## config.mk

```make
export PLATFORM = sky130hd
export DESIGN_NAME = sdram_pattern_gen
export DESIGN_NICKNAME = d
export VERILOG_FILES = /design/src/rtl/sdram_chk_pkg.sv /design/src/rtl/sdram_pattern_gen.sv
export SDC_FILE = /design/constraint.sdc
export NUM_CORES = 1
export LEC_CHECK = 0
export ABC_AREA = 1
export BUFFER_PORTS_ARGS = -buffer_cell sky130_fd_sc_hd__buf_2
export CAP_MARGIN = 20
export CORE_UTILIZATION = 47
export CTS_CLUSTER_DIAMETER = 150
export CTS_CLUSTER_SIZE = 8
export DETAILED_ROUTE_END_ITERATION = 8
export PLACE_DENSITY = 0.73
export SYNTH_ARGS = -nofsm -noshare
export SYNTH_HDL_FRONTEND = slang
export SYNTH_SLANG_ARGS = --single-unit
```

## constraint.sdc

```tcl
create_clock -name clk -period 1.35 [get_ports clk]
set_input_delay 0 -clock clk [delete_from_list [all_inputs] [get_ports clk]]
set_output_delay 0 -clock clk [all_outputs]
set_load 0.05 [all_outputs]
```

## src/rtl/sdram_chk_pkg.sv

```systemverilog
// -----------------------------------------------------------------------------
// sdram_chk_pkg
//   Shared constants for the SDRAM read/write self-test checker:
//     - FSM state encoding (3-bit, legacy-compatible localparams)
//     - 16-bit Fibonacci LFSR seed, tap mask and single-step helper
//     - WAIT_FILL: idle cycles in READ before the first read request, giving
//       the FIFO controller time to refill the read FIFO from SDRAM
// -----------------------------------------------------------------------------
package sdram_chk_pkg;

  localparam logic [2:0] ST_IDLE  = 3'd0;
  localparam logic [2:0] ST_LOAD  = 3'd1;
  localparam logic [2:0] ST_WRITE = 3'd2;
  localparam logic [2:0] ST_WAIT  = 3'd3;
  localparam logic [2:0] ST_READ  = 3'd4;
  localparam logic [2:0] ST_CHECK = 3'd5;
  localparam logic [2:0] ST_DONE  = 3'd6;

  // x^16 + x^14 + x^13 + x^11 + 1 in right-shifting Fibonacci form:
  // the feedback bit is the XOR of state bits 0, 2, 3 and 5.
  localparam logic [15:0] LFSR_SEED = 16'hACE1;
  localparam logic [15:0] LFSR_TAPS = 16'h002D;

  localparam int WAIT_FILL = 64;

  function automatic logic [15:0] lfsr_step(input logic [15:0] state);
    return {^(state & LFSR_TAPS), state[15:1]};
  endfunction

endpackage

```

## src/rtl/sdram_pattern_gen.sv

```systemverilog
// -----------------------------------------------------------------------------
// sdram_pattern_gen
//   Deterministic test-pattern source. One instance generates write data, a
//   second instance reproduces the same sequence to check read data.
//   Build option SDRAM_CHK_LFSR_EN:
//     defined   : 16-bit Fibonacci LFSR from LFSR_SEED, replicated across
//                 DATA_W when DATA_W > 16
//     undefined : incrementing count, first word 1 (word k = k+1)
// Ports
//   clk    in   clock
//   rst_n  in   asynchronous active-low reset (returns to seed)
//   clr    in   synchronous return to seed
//   adv    in   step to the next word after this cycle
//   word   out  current pattern word (DATA_W)
// -----------------------------------------------------------------------------
module sdram_pattern_gen
  import sdram_chk_pkg::*;
#(
  parameter int DATA_W = 16
) (
  input  logic              clk,
  input  logic              rst_n,
  input  logic              clr,
  input  logic              adv,
  output logic [DATA_W-1:0] word
);

`ifdef SDRAM_CHK_LFSR_EN
  logic [15:0] r_lfsr;

  // NOTE: clocked state is always assigned with <= so every register in the
  // design samples pre-edge values, independent of process evaluation order.
  always_ff @(posedge clk or negedge rst_n) begin
    if (!rst_n) begin
      r_lfsr <= LFSR_SEED;
    end else if (clr) begin
      r_lfsr <= LFSR_SEED;
    end else if (adv) begin
      r_lfsr <= lfsr_step(r_lfsr);
    end
  end

  // Wider words repeat the 16-bit state; bit i comes from LFSR bit i mod 16.
  for (genvar gi = 0; gi < DATA_W; gi++) begin : g_rep
    assign word[gi] = r_lfsr[gi % 16];
  end
`else
  logic [DATA_W-1:0] r_cnt;

  // NOTE: clocked state is always assigned with <= so every register in the
  // design samples pre-edge values, independent of process evaluation order.
  always_ff @(posedge clk or negedge rst_n) begin
    if (!rst_n) begin
      r_cnt <= DATA_W'(1);
    end else if (clr) begin
      r_cnt <= DATA_W'(1);
    end else if (adv) begin
      r_cnt <= r_cnt + 1'b1;
    end
  end

  assign word = r_cnt;
`endif

endmodule

```

==> qor.json, run 1 <==
{
  "worst_setup_path": {
    "setup_crit_start_kind": "register",
    "timing.reg2reg.worst_path_depth": 8,
    "timing.critical_path.to": "word[10]$_DFFE_PN0P_",
    "worst-setup-path-type": "register to register",
    "r2r_endpoint": "word[10]$_DFFE_PN0P_",
    "cp_cell_sequence": "ha_4 -> nand2_4 -> inv_4 -> nand3_4 -> nor2_1 -> nand2_1 -> nand2_1 -> nor2_1",
    "reg2reg_from": "word[0]$_DFFE_PN1P_",
    "crit_family": "flip-flops",
    "cp_max_fo": 4,
    "timing.critical_path.slowest_cell_delay_ns": 0.65,
    "critical_path_source": "word[0]$_DFFE_PN1P_",
    "required_arrival_time_at_the_worst_endpoint_ns": 1.55,
    "critical_path_depth_in_cells": 8,
    "r2r_setup_slack_ns": -0.04,
    "critPathBufInv": 1,
    "crit_slowest_cell": "sky130_fd_sc_hd__dfstp_4",
    "setup.worst_path.end_class": "register",
    "timing.critical_path.arrival_ns": 1.59
  },
  "clocking": {
    "maximum_level_of_the_cts_h_tree": 1,
    "clock_insertion_delay_at_the_later_pin_of_the_skew_report_ns": 0.29,
    "cts_setup_buffers": 0,
    "clkSinkCount": 16,
    "tritoncts.num_buffers": 3,
    "cts_root_buffer": "sky130_fd_sc_hd__clkbuf_4",
    "tritoncts": "built",
    "cts_buffer_depth": 2,
    "clk_transition_reported_paths_ns": 0.11
  },
  "die": {
    "start_util": 0.514,
    "die-height_um": 46.2,
    "die_width_um": 46.2,
    "top_level_ports": 20,
    "fp-row-count": 15,
    "die_outline_area_um2": 2130,
    "core-area_um2": 1780
  },
  "layout": {
    "final_instance_count_excl_fillers": 183,
    "final_design_area_no_fill_um2": 1230,
    "nets": 164,
    "antenna_cells_inserted": 0,
    "drive_gt1_frac": 0.348,
    "post-route-util": 0.689,
    "layout-area-overhead-vs-synth_pct": 34.0,
    "largest_register_ff_count": 16
  },
  "synth": {
    "synthesized_netlist_net_count": 135,
    "syn_inst": 130,
    "synth.yosys.seq_area_share": 0.438,
    "post_synth_instance_area_um2": 917,
    "ys_seq_elements": 16,
    "syn-mean-instance-area_um2": 7.05,
    "ys_types": 22,
    "yosys_warnings": 0
  },
  "worst_hold_path": {
    "worstHoldPathType": "input pin to async pin"
  },
  "global_routing": {
    "grt_pass1_wl_um": 3400,
    "total_global_routing_track_utilization": 0.228,
    "antenna_found_initial": 0,
    "grt_pass1_vias": 748,
    "globalRoute.totalOverflow": 0,
    "pin_count_of_the_biggest_net_entering_global_routing": 17
  },
  "timing": {
    "hold_viol_final": 0,
    "period_minus_slack_ns": 1.39,
    "max_slew_margin": 0.750,
    "worst_clock_skew_ns": 0.0116,
    "hold_ws_ns": 0.136,
    "worst_slew_pin_slew_ns": 0.375,
    "final_min_period_over_clock_period": 1.03,
    "post-route-worst-setup-slack_ns": -0.0374,
    "setup_violations": 2,
    "totalNegativeSetupSlack_ns": -0.0714,
    "timing_max_transition_violations_final": 0,
    "clock.fmax_mhz": 721,
    "setup_repair_after_global_routing_missed_its_margin": "yes"
  },
  "route": {
    "finalWirelength_um": 2180,
    "drt-wirelength-per-cell_um": 11.9,
    "initial_drt_markers": 25,
    "count_of_unresolved_drc_violations_after_routing": 0,
    "drtPass1Iterations": 4,
    "num_vias": 924,
    "route.detailed.vias_per_inst": 5.05,
    "route.antenna.remaining_nets": 0
  },
  "pwr": {
    "p_total_mw": 0.957,
    "pwr_density_cell_nw_per_um2": 779,
    "ir_drop_mv": 0.629,
    "leakagePower_nw": 0.614
  },
  "placed_design": {
    "post-place-ws_ns": -0.0407,
    "placed_cells_incl_taps": 176,
    "place_congestion": 0.868,
    "hpwl_after_detailed_placement_um": 1520,
    "dpl-instance-area_um2": 1100,
    "io_buffer_count": 19
  },
  "job": {
    "maxCapViolCount": 0
  },
  "run_status": {
    "violated_checks": "setup timing",
    "run_status": "complete, but fails checks"
  }
}
[power by group]
part / leakage [nW] / total [mW] / internal (mW) / switching (mW)
combinational: 0.383 / 0.121 / 0.0372 / 0.0842
clock: 0.0210 / 0.328 / 0.164 / 0.164
sequential: 0.209 / 0.507 / 0.492 / 0.0158
[repair_timing]
action                                  4_1_cts  5_1_grt
endpoints found under the setup margin        6       12
hold buffers                                  3        0
pin swaps                                     5        7
hold endpoints to repair                     19        0
resized for setup                             8        7
[worst min-delay path by stage]
stage                                end  startpoint  depth (start not counted)
floorplan           word[10]$_DFFE_PN0P_       rst_n                          0
finish              word[13]$_DFFE_PN0P_       rst_n                          2
CTS                 word[13]$_DFFE_PN0P_       rst_n                          2
global placement    word[15]$_DFFE_PN0P_       rst_n                          1
detailed placement  word[15]$_DFFE_PN0P_       rst_n                          1
global route        word[13]$_DFFE_PN0P_       rst_n                          2
[cell type report]
cell class | count | area [um2]
clock buffer | 4 | 36.3
fill | 159 | 554
inverter | 18 | 70.1
multi-input combinational | 95 | 531
sequential | 16 | 413
tap | 25 | 31.3
timing repair buffer | 25 | 148
[cell usage in the layout, fill, tap and decap left out]
cell type / Yosys / routed
sky130_fd_sc_hd__a211oi_2: 0 / 1
sky130_fd_sc_hd__a21oi_1: 7 / 6
sky130_fd_sc_hd__a21oi_2: 0 / 1
sky130_fd_sc_hd__a31oi_1: 1 / 1
sky130_fd_sc_hd__buf_2: 1 / 19
sky130_fd_sc_hd__buf_4: 0 / 3
sky130_fd_sc_hd__clkbuf_4: 0 / 3
sky130_fd_sc_hd__clkbuf_8: 0 / 1
sky130_fd_sc_hd__dfrtp_1: 15 / 9
sky130_fd_sc_hd__dfrtp_2: 0 / 6
sky130_fd_sc_hd__dfstp_4: 0 / 1
sky130_fd_sc_hd__dlygate4sd3_1: 0 / 3
sky130_fd_sc_hd__ha_4: 0 / 1
sky130_fd_sc_hd__inv_1: 17 / 16
sky130_fd_sc_hd__inv_2: 1 / 1
sky130_fd_sc_hd__inv_4: 0 / 1
sky130_fd_sc_hd__nand2_1: 35 / 33
sky130_fd_sc_hd__nand2_2: 2 / 3
sky130_fd_sc_hd__nand2_4: 0 / 1
sky130_fd_sc_hd__nand3_1: 6 / 5
sky130_fd_sc_hd__nand3_4: 0 / 2
sky130_fd_sc_hd__nand4_1: 3 / 3
sky130_fd_sc_hd__nor2_1: 27 / 21
sky130_fd_sc_hd__nor2_2: 2 / 5
sky130_fd_sc_hd__nor2_4: 2 / 5
sky130_fd_sc_hd__nor3_1: 1 / 1
sky130_fd_sc_hd__nor3_4: 0 / 1
sky130_fd_sc_hd__o21ai_0: 3 / 3
sky130_fd_sc_hd__o21ai_1: 1 / 1
sky130_fd_sc_hd__o21bai_1: 1 / 1
[cells by family (layout without fill, tap and decap cells)]
kind of cell    Yosys count  in the layout  synth area share
fa+ha+maj                 1              1            0.0136
compound gates           14             14            0.0832
flops                    16             16             0.438
simple gates             80             80             0.386
buf+inv                  19             47            0.0791
[synth_stat cells]
library cell / count / share of area
sky130_fd_sc_hd__nand2_1: 35 / 0.14
sky130_fd_sc_hd__nor2_1: 27 / 0.11
sky130_fd_sc_hd__inv_1: 17 / 0.070
sky130_fd_sc_hd__dfrtp_1: 15 / 0.41
sky130_fd_sc_hd__a21oi_1: 7 / 0.038
sky130_fd_sc_hd__nand3_1: 6 / 0.033
sky130_fd_sc_hd__nand4_1: 3 / 0.020
sky130_fd_sc_hd__o21ai_0: 3 / 0.016
sky130_fd_sc_hd__nand2_2: 2 / 0.014
sky130_fd_sc_hd__nor2_2: 2 / 0.014
sky130_fd_sc_hd__nor2_4: 2 / 0.025
sky130_fd_sc_hd__a211oi_1: 1 / 0.0082
sky130_fd_sc_hd__a31oi_1: 1 / 0.0068
sky130_fd_sc_hd__buf_2: 1 / 0.0055
sky130_fd_sc_hd__dfstp_2: 1 / 0.029
sky130_fd_sc_hd__ha_1: 1 / 0.014
sky130_fd_sc_hd__inv_2: 1 / 0.0041
sky130_fd_sc_hd__nand3_2: 1 / 0.011
sky130_fd_sc_hd__nor3_1: 1 / 0.0055
sky130_fd_sc_hd__nor3_2: 1 / 0.011
sky130_fd_sc_hd__o21ai_1: 1 / 0.0055
sky130_fd_sc_hd__o21bai_1: 1 / 0.0082
[metal layers]
layer | vias to the layer above | part of all wire | GRT usage
met5 | - | 0 | 0
met4 | 0 | 0.011 | 0.106
met3 | 4 | 0.054 | 0.0235
met2 | 38 | 0.47 | 0.344
met1 | 416 | 0.46 | 0.325
li1 | 466 | - | -
Power figures use the tool's default switching activity.
==> run 2: changes to the inputs <==
--- a/config.mk
+++ b/config.mk
@@ -8,11 +8,11 @@
 export ABC_AREA = 1
 export BUFFER_PORTS_ARGS = -buffer_cell sky130_fd_sc_hd__buf_2
 export CAP_MARGIN = 20
-export CORE_UTILIZATION = 47
+export CORE_UTILIZATION = 52
 export CTS_CLUSTER_DIAMETER = 150
 export CTS_CLUSTER_SIZE = 8
 export DETAILED_ROUTE_END_ITERATION = 8
-export PLACE_DENSITY = 0.73
+export PLACE_DENSITY = 0.77
 export SYNTH_ARGS = -nofsm -noshare
 export SYNTH_HDL_FRONTEND = slang
 export SYNTH_SLANG_ARGS = --single-unit
==> constraint.sdc (replaced) <==
create_clock -name clk -period 1.48 [get_ports clk]
set_input_delay 0 -clock clk [delete_from_list [all_inputs] [get_ports clk]]
set_output_delay 0 -clock clk [all_outputs]
set_load 0.05 [all_outputs]
==> qor.json, run 2 (same netlist as run 1, synthesis figures left out) <==
{
  "placed_design": {
    "post-place-ws": {"value": 0.00999, "unit": "ns", "change": "+0.0507 ns"},
    "hpwl_after_detailed_placement": {"value": 1460, "unit": "um", "change": "-3.4%"},
    "place_congestion": {"value": 0.827, "change": "-4.7%"},
    "placed_cells_incl_taps": {"value": 164, "change": "-6.8%"},
    "io_buffer_count": {"value": 19, "change": "unchanged"},
    "dpl-instance-area": {"value": 1050, "unit": "um2", "change": "-4.3%"}
  },
  "worst_setup_path": {
    "cp_max_fo": {"value": 4, "change": "unchanged"},
    "timing.critical_path.arrival": {"value": 1.67, "unit": "ns", "change": "+0.08 ns"},
    "setup_crit_start_kind": "register",
    "setup.worst_path.end_class": "register",
    "required_arrival_time_at_the_worst_endpoint": {"value": 1.72, "unit": "ns", "change": "+0.17 ns"},
    "worst-setup-path-type": "register to register"
  },
  "run_status": {
    "run_status": "complete, but fails checks",
    "violated_checks": "DRC"
  },
  "route": {
    "drt-wirelength-per-cell": {"value": 11.8, "unit": "um", "change": "-0.99%"},
    "route.detailed.vias_per_inst": {"value": 5.16, "change": "+2.2%"},
    "count_of_unresolved_drc_violations_after_routing": {"value": 3, "change": "+3"},
    "finalWirelength": {"value": 2020, "unit": "um", "change": "-7.5%"},
    "route.antenna.remaining_nets": {"value": 0, "change": "unchanged"},
    "drtPass1Iterations": {"value": 6, "change": "+2"},
    "initial_drt_markers": {"value": 26, "change": "+4.0%"},
    "num_vias": {"value": 882, "change": "-4.5%"}
  },
  "clocking": {
    "cts_root_buffer": "sky130_fd_sc_hd__clkbuf_4",
    "tritoncts.num_buffers": {"value": 3, "change": "unchanged"},
    "maximum_level_of_the_cts_h_tree": {"value": 1, "change": "unchanged"},
    "tritoncts": "built",
    "clkSinkCount": {"value": 16, "change": "unchanged"},
    "cts_setup_buffers": {"value": 0, "change": "unchanged"},
    "clock_insertion_delay_at_the_later_pin_of_the_skew_report": {"value": 0.30, "unit": "ns", "change": "about the same"},
    "cts_buffer_depth": {"value": 2, "change": "unchanged"},
    "clk_transition_reported_paths": {"value": 0.10, "unit": "ns", "change": "about the same"}
  },
  "global_routing": {
    "pin_count_of_the_biggest_net_entering_global_routing": {"value": 17, "change": "unchanged"},
    "antenna_found_initial": {"value": 0, "change": "unchanged"},
    "globalRoute.totalOverflow": {"value": 0, "change": "unchanged"},
    "grt_pass1_vias": {"value": 801, "change": "+7.1%"},
    "total_global_routing_track_utilization": {"value": 0.242, "change": "+0.0138"},
    "grt_pass1_wl": {"value": 3350, "unit": "um", "change": "-1.4%"}
  },
  "worst_hold_path": {
    "worstHoldPathType": "input pin to async pin"
  },
  "die": {
    "fp-row-count": {"value": 14, "change": "-1"},
    "top_level_ports": {"value": 20, "change": "unchanged"},
    "start_util": {"value": 0.582, "change": "+0.0674"},
    "die-height": {"value": 44.0, "unit": "um", "change": "-4.7%"},
    "die_width": {"value": 44.0, "unit": "um", "change": "-4.7%"},
    "core-area": {"value": 1580, "unit": "um2", "change": "-12%"},
    "die_outline_area": {"value": 1940, "unit": "um2", "change": "-9.2%"}
  },
  "timing": {
    "final_min_period_over_clock_period": {"value": 0.967, "change": "-0.0603"},
    "period_minus_slack": {"value": 1.43, "unit": "ns", "change": "+0.0443 ns"},
    "clock.fmax": {"value": 698, "unit": "MHz", "change": "-3.1%"},
    "post-route-worst-setup-slack": {"value": 0.0482, "unit": "ns", "change": "+0.0857 ns"},
    "timing_max_transition_violations_final": {"value": 0, "change": "unchanged"},
    "hold_viol_final": {"value": 0, "change": "unchanged"},
    "setup_violations": {"value": 0, "change": "-2"},
    "worst_clock_skew": {"value": 0.00415, "unit": "ns", "change": "-0.00747 ns"},
    "max_slew_margin": {"value": 0.757, "change": "+0.00709"},
    "setup_repair_after_global_routing_missed_its_margin": "yes",
    "worst_slew_pin_slew": {"value": 0.364, "unit": "ns", "change": "-0.0106 ns"}
  },
  "layout": {
    "largest_register_ff_count": {"value": 16, "change": "unchanged"},
    "mostFrequentLayoutCell": "sky130_fd_sc_hd__nand2_1",
    "post-route-util": {"value": 0.725, "change": "+0.0363"},
    "drive_gt1_frac": {"value": 0.284, "change": "-0.0642"},
    "final_design_area_no_fill": {"value": 1140, "unit": "um2", "change": "-6.9%"},
    "final_instance_count_excl_fillers": {"value": 171, "change": "-6.6%"},
    "layout-area-overhead-vs-synth_pct": 24.7,
    "final_cell_mix": "sky130_fd_sc_hd__nand2_1 (34), sky130_fd_sc_hd__nor2_1 (23), sky130_fd_sc_hd__buf_2 (19)",
    "nets": {"value": 161, "change": "-1.8%"},
    "antenna_cells_inserted": {"value": 0, "change": "unchanged"}
  },
  "pwr": {
    "power_switching_share": {"value": 0.273, "change": "-0.00322"},
    "power.switching": {"value": 0.235, "unit": "mW", "change": "-11%"},
    "ir_drop": {"value": 0.622, "unit": "mV", "change": "-1.0%"},
    "leakagePower": {"value": 0.571, "unit": "nW", "change": "-7.0%"},
    "power.sequential.fraction": {"value": 0.533, "change": "+0.003"},
    "p_int": {"value": 0.628, "unit": "mW", "change": "-9.4%"},
    "clock_power_share": {"value": 0.350, "change": "+0.007"},
    "share_comb_of_total_power": {"value": 0.117, "change": "-0.010"},
    "pwr_density_cell": {"value": 755, "unit": "nW/um2", "change": "-3.0%"}
  },
  "job": {
    "maxCapViolCount": {"value": 0, "change": "unchanged"}
  }
}
[run 2: cell types whose count changed in the layout (fill, tap and decap cells not counted), moves of 2 or more]
cell,change
sky130_fd_sc_hd__buf_4,-3
sky130_fd_sc_hd__dfrtp_1,+3
sky130_fd_sc_hd__dfrtp_2,-3
sky130_fd_sc_hd__nor2_1,+2
sky130_fd_sc_hd__nor2_4,-2
[run 2: power by group through the flow]
stage	Sequential [mW]	Clock, mW	Combinational (mW)
floorplan	0.495	0	0.0350
global placement	0.468	0	0.0919
detailed placement	0.468	0	0.0939
CTS	0.460	0.307	0.100
global route	0.462	0.322	0.111
finish	0.460	0.302	0.101
[run 2: cell type report]
class,count,area [um2]
inverters,18,67.6
flip-flops and latches,16,409
repair buffers,22,125
clock buffers,4,36.3
well taps,16,20.0
multi-input cells,95,485
fillers,124,433
[run 2: worst paths after layout]
check / start / to / slack, ns / cells after the start
worst max-delay path: word[0]$_DFFE_PN1P_ / word[10]$_DFFE_PN0P_ / 0.05 / 7
worst min-delay path: rst_n / word[8]$_DFFE_PN0P_ / 0.13 / 2
worst max register to register: word[0]$_DFFE_PN1P_ / word[10]$_DFFE_PN0P_ / 0.05 / 7
worst min register to register: word[3]$_DFFE_PN0P_ / word[3]$_DFFE_PN0P_ / 0.54 / 1
max in group asynchronous: rst_n / word[0]$_DFFE_PN1P_ / 1.04 / 2
min in group clk: adv / word[0]$_DFFE_PN1P_ / 0.46 / 3
[run 2: layer usage]
layer	GRT usage	vias to the layer above	wire, um
met2	0.388	22	922
met5	0	-	0
met1	0.306	393	954
li1	-	460	-
met4	0.127	0	51
met3	0.0500	7	87
[run 2: timing repair]
| action | 4_1_cts | 5_1_grt |
|---|---|---|
| setup endpoints to repair | 1 | 4 |
| resized for setup | 1 | 6 |
| endpoints found under the hold margin | 20 | 0 |
| hold buffers | 3 | 0 |
| pin swaps | 0 | 1 |
[run 2: worst max-delay path: stages (launching register included)]
cell                       delay [ns]
sky130_fd_sc_hd__dfstp_4         0.65
sky130_fd_sc_hd__ha_4            0.15
sky130_fd_sc_hd__nand2_2         0.09
sky130_fd_sc_hd__inv_2           0.10
sky130_fd_sc_hd__nand3_4         0.09
sky130_fd_sc_hd__o21bai_1        0.15
sky130_fd_sc_hd__inv_1           0.06
sky130_fd_sc_hd__nor2_1          0.09
[run 2: stage by stage]
stage                     setup TNS (ns)  hold slack [ns]  total power, mW
after floorplan                 -0.00818           -0.296            0.530
after global placement                 0          -0.0656            0.560
after detailed placement               0          -0.0626            0.562
after CTS                              0            0.145            0.867
after global routing             -0.0857            0.163            0.896
final                                  0            0.133            0.864
